--- config.mk ---
export PLATFORM = sky130hd
export DESIGN_NAME = glb_io_stream_ctrl
export DESIGN_NICKNAME = d
export VERILOG_FILES = /design/src/rtl/glb_io_stream_ctrl.sv
export SDC_FILE = /design/constraint.sdc
export NUM_CORES = 1
export LEC_CHECK = 0
export BUFFER_PORTS_ARGS = -buffer_cell sky130_fd_sc_hd__buf_2
export CAP_MARGIN = 20
export CORE_MARGIN = 3
export CORE_UTILIZATION = 50
export CTS_CLUSTER_SIZE = 40
export DETAILED_ROUTE_END_ITERATION = 16
export PLACE_DENSITY_LB_ADDON = 0.05
export SLEW_MARGIN = 15
export SYNTH_ARGS = -nofsm -noshare
export SYNTH_HDL_FRONTEND = slang
export SYNTH_SLANG_ARGS = --single-unit
--- constraint.sdc ---
create_clock -name clk -period 6.65 [get_ports clk]
set_input_delay 1.33 -clock clk [delete_from_list [all_inputs] [get_ports clk]]
set_output_delay 1.33 -clock clk [all_outputs]
set_load 0.01 [all_outputs]
--- src/rtl/glb_io_stream_ctrl.sv ---
// GLB-side endpoint for one IO tile lane: a transmit engine streams a bank address
// range onto glb2io_17, a receive engine writes io2glb_17 words into a bank range.
module glb_io_stream_ctrl #(
   parameter int ADDR_W = 10,
   parameter int DATA_W = 17
) (
   input  logic              clk,
   input  logic              rst,
   input  logic              clk_en,
   input  logic              flush,
   input  logic              tx_start,
   input  logic [ADDR_W-1:0] tx_base,
   input  logic [ADDR_W:0]   tx_len,
   input  logic              rx_start,
   input  logic [ADDR_W-1:0] rx_base,
   input  logic [ADDR_W:0]   rx_len,
   output logic              mem_rd_en,
   output logic [ADDR_W-1:0] mem_rd_addr,
   input  logic [DATA_W-1:0] mem_rd_data,
   output logic              mem_wr_en,
   output logic [ADDR_W-1:0] mem_wr_addr,
   output logic [DATA_W-1:0] mem_wr_data,
   output logic [DATA_W-1:0] glb2io_17,
   output logic              glb2io_17_valid,
   input  logic              glb2io_17_ready,
   input  logic [DATA_W-1:0] io2glb_17,
   input  logic              io2glb_17_valid,
   output logic              io2glb_17_ready,
   output logic              tx_busy,
   output logic              rx_busy,
   output logic              tx_done,
   output logic              rx_done
);

   localparam logic [0:0] TX_IDLE = 1'b0;
   localparam logic [0:0] TX_RUN  = 1'b1;
   localparam logic [0:0] RX_IDLE = 1'b0;
   localparam logic [0:0] RX_RUN  = 1'b1;

   // ---------------------------------------------------------------- transmit
   logic [0:0]        tx_state_q, tx_state_d;
   logic [ADDR_W-1:0] tx_base_q, tx_base_d;
   logic [ADDR_W:0]   tx_len_q, tx_len_d;
   logic [ADDR_W:0]   tx_issued_q, tx_issued_d;
   logic              tx_inflight_q, tx_inflight_d;
   logic              tx_hold_vld_q, tx_hold_vld_d;
   logic [DATA_W-1:0] tx_hold_q, tx_hold_d;
   logic [DATA_W-1:0] tx_buf_q [2];
   logic [DATA_W-1:0] tx_buf_d [2];
   logic              tx_head_q, tx_head_d;
   logic [1:0]        tx_cnt_q, tx_cnt_d;

   logic              tx_run;
   logic              tx_pop;
   logic              tx_push;
   logic              tx_push_idx;
   logic [DATA_W-1:0] tx_push_data;
   logic [2:0]        tx_used;
   logic              tx_rd_go;
   logic              tx_fin;

   assign tx_run       = (tx_state_q == TX_RUN);
   assign tx_pop       = (tx_cnt_q != 2'd0) && glb2io_17_ready && clk_en;
   assign tx_push      = clk_en && tx_inflight_q;
   assign tx_push_idx  = tx_head_q ^ tx_cnt_q[0];
   assign tx_push_data = tx_hold_vld_q ? tx_hold_q : mem_rd_data;
   // Buffer slots already spoken for (held words plus the read in flight) bound the issue rate.
   assign tx_used      = {1'b0, tx_cnt_q} + {2'b00, tx_inflight_q};
   assign tx_rd_go     = tx_run && clk_en && !flush && (tx_issued_q < tx_len_q)
                         && (tx_used < (3'd2 + {2'b00, tx_pop}));
   assign tx_fin       = tx_run && clk_en && !flush && (tx_issued_q == tx_len_q)
                         && (tx_cnt_q == 2'd0) && !tx_inflight_q;

   always_comb begin : tx_next
      // NOTE: every _d starts from its _q so no branch can leave it unassigned and infer a latch.
      tx_state_d    = tx_state_q;
      tx_base_d     = tx_base_q;
      tx_len_d      = tx_len_q;
      tx_issued_d   = tx_issued_q;
      tx_inflight_d = tx_inflight_q;
      tx_hold_vld_d = tx_hold_vld_q;
      tx_hold_d     = tx_hold_q;
      tx_buf_d      = tx_buf_q;
      tx_head_d     = tx_head_q;
      tx_cnt_d      = tx_cnt_q;

      if (flush) begin
         tx_state_d    = TX_IDLE;
         tx_base_d     = '0;
         tx_len_d      = '0;
         tx_issued_d   = '0;
         tx_inflight_d = 1'b0;
         tx_hold_vld_d = 1'b0;
         tx_hold_d     = '0;
         tx_buf_d[0]   = '0;
         tx_buf_d[1]   = '0;
         tx_head_d     = 1'b0;
         tx_cnt_d      = 2'd0;
      end else if (clk_en) begin
         if (tx_state_q == TX_IDLE) begin
            if (tx_start) begin
               tx_state_d  = TX_RUN;
               tx_base_d   = tx_base;
               tx_len_d    = tx_len;
               tx_issued_d = '0;
            end
         end else if (tx_fin) begin
            tx_state_d = TX_IDLE;
         end

         if (tx_rd_go) begin
            tx_issued_d = tx_issued_q + {{ADDR_W{1'b0}}, 1'b1};
         end
         tx_inflight_d = tx_rd_go;
         tx_hold_vld_d = 1'b0;

         if (tx_pop) begin
            tx_head_d = ~tx_head_q;
         end
         if (tx_push) begin
            tx_buf_d[tx_push_idx] = tx_push_data;
         end
         tx_cnt_d = tx_cnt_q + {1'b0, tx_push} - {1'b0, tx_pop};
      end else if (tx_inflight_q && !tx_hold_vld_q) begin
         // The bank answers one cycle after the request even while stalled; park that word here.
         tx_hold_d     = mem_rd_data;
         tx_hold_vld_d = 1'b1;
      end
   end

   always_ff @(posedge clk or posedge rst) begin : tx_regs
      if (rst) begin
         tx_state_q    <= TX_IDLE;
         tx_base_q     <= '0;
         tx_len_q      <= '0;
         tx_issued_q   <= '0;
         tx_inflight_q <= 1'b0;
         tx_hold_vld_q <= 1'b0;
         tx_hold_q     <= '0;
         // NOTE: the two buffer slots drive glb2io_17 directly, so they are reset like any flop.
         tx_buf_q[0]   <= '0;
         tx_buf_q[1]   <= '0;
         tx_head_q     <= 1'b0;
         tx_cnt_q      <= 2'd0;
      end else begin
         // NOTE: non-blocking updates so every register samples pre-edge values.
         tx_state_q    <= tx_state_d;
         tx_base_q     <= tx_base_d;
         tx_len_q      <= tx_len_d;
         tx_issued_q   <= tx_issued_d;
         tx_inflight_q <= tx_inflight_d;
         tx_hold_vld_q <= tx_hold_vld_d;
         tx_hold_q     <= tx_hold_d;
         tx_buf_q[0]   <= tx_buf_d[0];
         tx_buf_q[1]   <= tx_buf_d[1];
         tx_head_q     <= tx_head_d;
         tx_cnt_q      <= tx_cnt_d;
      end
   end

   assign mem_rd_en       = tx_rd_go;
   assign mem_rd_addr     = tx_base_q + tx_issued_q[ADDR_W-1:0];
   assign glb2io_17       = tx_buf_q[tx_head_q];
   assign glb2io_17_valid = (tx_cnt_q != 2'd0);
   assign tx_busy         = tx_run;
   assign tx_done         = tx_fin;

   // ----------------------------------------------------------------- receive
   logic [0:0]        rx_state_q, rx_state_d;
   logic [ADDR_W-1:0] rx_base_q, rx_base_d;
   logic [ADDR_W:0]   rx_len_q, rx_len_d;
   logic [ADDR_W:0]   rx_recv_q, rx_recv_d;
   logic              rx_wr_en_q, rx_wr_en_d;
   logic [ADDR_W-1:0] rx_wr_addr_q, rx_wr_addr_d;
   logic [DATA_W-1:0] rx_wr_data_q, rx_wr_data_d;

   logic rx_run;
   logic rx_ready;
   logic rx_acc;
   logic rx_fin;

   assign rx_run   = (rx_state_q == RX_RUN);
   assign rx_ready = rx_run && clk_en && !flush && (rx_recv_q < rx_len_q);
   assign rx_acc   = rx_ready && io2glb_17_valid;
   // The last accept leaves received == len, so this lands on the final write strobe.
   assign rx_fin   = rx_run && clk_en && !flush && (rx_recv_q == rx_len_q);

   always_comb begin : rx_next
      rx_state_d   = rx_state_q;
      rx_base_d    = rx_base_q;
      rx_len_d     = rx_len_q;
      rx_recv_d    = rx_recv_q;
      rx_wr_en_d   = rx_wr_en_q;
      rx_wr_addr_d = rx_wr_addr_q;
      rx_wr_data_d = rx_wr_data_q;

      if (flush) begin
         rx_state_d   = RX_IDLE;
         rx_base_d    = '0;
         rx_len_d     = '0;
         rx_recv_d    = '0;
         rx_wr_en_d   = 1'b0;
         rx_wr_addr_d = '0;
         rx_wr_data_d = '0;
      end else if (clk_en) begin
         if (rx_state_q == RX_IDLE) begin
            if (rx_start) begin
               rx_state_d = RX_RUN;
               rx_base_d  = rx_base;
               rx_len_d   = rx_len;
               rx_recv_d  = '0;
            end
         end else if (rx_fin) begin
            rx_state_d = RX_IDLE;
         end

         rx_wr_en_d = rx_acc;
         if (rx_acc) begin
            rx_wr_addr_d = rx_base_q + rx_recv_q[ADDR_W-1:0];
            rx_wr_data_d = io2glb_17;
            rx_recv_d    = rx_recv_q + {{ADDR_W{1'b0}}, 1'b1};
         end
      end
   end

   always_ff @(posedge clk or posedge rst) begin : rx_regs
      if (rst) begin
         rx_state_q   <= RX_IDLE;
         rx_base_q    <= '0;
         rx_len_q     <= '0;
         rx_recv_q    <= '0;
         rx_wr_en_q   <= 1'b0;
         rx_wr_addr_q <= '0;
         rx_wr_data_q <= '0;
      end else begin
         rx_state_q   <= rx_state_d;
         rx_base_q    <= rx_base_d;
         rx_len_q     <= rx_len_d;
         rx_recv_q    <= rx_recv_d;
         rx_wr_en_q   <= rx_wr_en_d;
         rx_wr_addr_q <= rx_wr_addr_d;
         rx_wr_data_q <= rx_wr_data_d;
      end
   end

   // A registered write pending across a stall is held and only strobed once clk_en returns.
   assign mem_wr_en       = rx_wr_en_q && clk_en;
   assign mem_wr_addr     = rx_wr_addr_q;
   assign mem_wr_data     = rx_wr_data_q;
   assign io2glb_17_ready = rx_ready;
   assign rx_busy         = rx_run;
   assign rx_done         = rx_fin;

endmodule

==> results.py <==
metrics = {
    "power": {
        "power.leakage_nw": 4.89,
        "vdd_drop_max_mv": 0.191,
        "power_density_nw_per_um2": 231,
        "power.total_mw": 2.20,
    },
    "yosys": {
        "synth_top_area_share_pct": 46.9,
        "synthTopCellsByArea": "dfrtp_1 47%, ha_1 7.2%, nand2_1 6.6%, a22o_1 4.2%, a21oi_1 3.6%",
        "yosys.area.top_type": "dfrtp_1",
        "synthMostInstantiatedCell": "dfrtp_1",
        "syn_area_sq_um": 8000,
        "ys.warnings.count": 0,
        "ys_seq_area_share_pct": 46.9,
        "synth-compound-area-share_pct": 17.1,
        "yosys.area_share.simple_pct": 19.1,
        "synthXorXnorAreaFrac_pct": 2.30,
        "async_flop_share_pct": 100,
        "synth.area.mux_share_pct": 2.66,
        "synth-seq-cells": 150,
        "syn_nets": 954,
        "synth_top_family_by_area": "simple AND/OR/NAND/NOR gates",
        "synthTopCellsByCount": "150 x dfrtp_1, 140 x nand2_1, 57 x a21oi_1, 46 x ha_1",
        "synthCells": 822,
        "synth_fa_ha_area_share_pct": 7.69,
        "syn_area_per_cell_sq_um": 9.74,
        "synthFlopType": "dfrtp_1",
        "synth_edf_count": 0,
        "synth_cell_types": 58,
    },
    "detailed_routing": {
        "drtPass1Iterations": 5,
        "vias_per_cell": 5.64,
        "antenna_left": 0,
        "drc_errors": 0,
        "routedWlPerCell_um": 17.2,
        "drt_iter0_markers": 446,
        "num_vias": 6605,
        "routed_wl_mm": 20.2,
    },
    "clocking": {
        "post_cts_resized": 0,
        "hold_buffers": 0,
        "cts.clk_slew.worst_paths_ns": 0.06,
        "clock_latency_ns": 0.42,
        "numCtsBuffers": 17,
        "cts_tree": "yes",
        "cts.sink_count": 150,
        "cts-root-buf": "clkbuf_16",
        "postCtsSetupBuffers": 0,
        "clock_path_buffers": 2,
        "htreeDepth": 4,
    },
    "floorplanning": {
        "die_y_um": 133,
        "pin_count": 146,
        "start_util_pct": 51.9,
        "rows": 45,
        "die_x_um": 133,
        "design.die.area_sq_um": 17600,
        "core_sq_um": 15400,
    },
    "layout": {
        "drive_gt1_share_pct": 22.9,
        "syn_to_final_growth_pct": 18.9,
        "layout.nets": 1081,
        "final_cells": 1172,
    },
    "placed_design": {
        "post-dp-hpwl_mm": 13.8,
        "port_buffers": 145,
        "routabilityCongestion": 0.875,
        "dp_cells": 1139,
    },
    "timing": {
        "tightest_slew_ns": 0.897,
        "fin_crit_sh_pct": 69.7,
        "drv_slew": 0,
        "period_minus_slack_ns": 4.63,
        "holdWs_ns": 0.467,
        "clock_skew_ns": 0.00930,
        "hold_viol": 0,
        "final-setup-viol-count": 0,
        "tns_ns": 0,
        "relSlewSlack_pct": 40.2,
        "max_freq_ghz": 0.216,
        "rsz0062_at_grt": "false",
    },
    "critical_path": {
        "cp.arrival_ns": 3.30,
        "crit_path_end_kind": "primary output",
        "rr_endpoint": "tx_buf_q[0]",
        "r2r_slack_ns": 3.77,
        "start_kind": "input pin",
        "required_ns": 5.32,
        "r2r_start": "tx_head_q",
        "critPathLaunch": "clk_en",
        "worst-path-max-fanout": 16,
        "endpoint": "mem_rd_en",
        "critical_path_class": "input pin to primary output",
        "r2r_cells": 5,
    },
    "grt": {
        "grt_pass1_vias": 6738,
        "overflow": 0,
        "grt_pass1_wl_mm": 33.3,
        "antenna_found_initial": 1,
        "grt_usage_pct": 23.4,
        "grt_max_degree": 94,
    },
    "min_path": {
        "worstHoldPathType": "register to register",
    },
    "status": {
        "outcome": "completed",
    },
    "job": {
        "drv_cap": 0,
    },
}
worst min path at each step:
stage                             from      endpoint  slack [ns]  cells past startpoint
after floorplan             rx_wr_en_q    rx_wr_en_q        0.44                      2
after global placement     tx_buf_q[6]   tx_buf_q[6]        0.45                      2
after detailed placement  tx_buf_q[16]  tx_buf_q[16]        0.46                      2
after CTS                  tx_buf_q[7]   tx_buf_q[7]        0.47                      2
after global routing      tx_buf_q[26]  tx_buf_q[26]        0.49                      2
final                      tx_buf_q[7]   tx_buf_q[7]        0.47                      2
through the flow:
step / utilization (%) / area (sq um) / setup slack [ns]
finish: 61.7 / 9520 / 2.02
global route: 61.7 / 9520 / 1.89
CTS: 61.5 / 9490 / 2.11
detailed placement: 57.4 / 8850 / 2.09
global placement: 57.4 / 8850 / 2.21
floorplan: - / 8000 / 1.28
critical path, stage by stage:
cell and delay [ns]:
buf_2 0.22, and2b_1 0.33, nand3_1 0.17, a211oi_4 0.56
inv_1 0.15, nor2_2 0.34, buf_2 0.20
layout make-up:
class / count / area (sq um)
inverter: 37 / 144
fill: 1374 / 5910
clock inverter: 8 / 146
timing repair buffer: 153 / 801
antenna: 1 / 2.50
multi-input combinational: 590 / 3920
tap: 211 / 264
sequential: 150 / 3750
clock buffer: 22 / 484
flip-flops by register name, indices dropped and copies added, names as in the netlist, 2 cells and up:
register     flops
rx_recv_q       11
mem_wr_addr     10
tx_hold_q       17
rx_base_q       10
tx_len_q        11
tx_issued_q     11
tx_base_q       10
tx_cnt_q         2
rx_len_q        11
tx_buf_q        34
mem_wr_data     17
layout by cell type (no fill, tap or decap), drive strengths merged, types with 5 or more instances in the layout:
cell type,synthesis,final
dfrtp,150,150
o211ai,5,5
a21o,11,11
or2,7,7
a211o,6,6
nor2b,22,22
nor3,16,16
clkbuf,28,22
buf,17,153
xnor2,11,11
a21oi,60,60
xor2,10,10
a211oi,5,5
mux2,18,18
nand2,140,140
a22o,38,38
inv,37,37
ha,46,46
and3,13,13
nand3,30,30
nand3b,36,36
o31ai,38,38
nor2,23,23
o21ai,14,14
cells by family after synthesis:
kind of cell / after synthesis
adder cells (fa/ha/maj): 48
AO/OA/AOI/OAI: 194
XOR/XNOR: 21
flip-flops: 150
multiplexers: 19
AND/OR/NAND/NOR: 308
buffers and inverters: 82
metal layers:
layer	GRT usage (%)	vias up	share of wire, %	wire length (um)
li1	-	3168	-	-
met2	39.4	166	51	10300
met4	7.56	0	1.6	323
met1	30.2	3245	43	8710
met5	0	-	0	0
met3	4.98	26	4.5	901
report_power, final:
part,switching [mW],internal [mW],total (mW)
clock,0.366,0.663,1.03
combinational,0.128,0.0834,0.212
sequential,0.0188,0.940,0.959
total,0.513,1.69,2.20
Note: power is estimated with default switching activity, not from simulation.
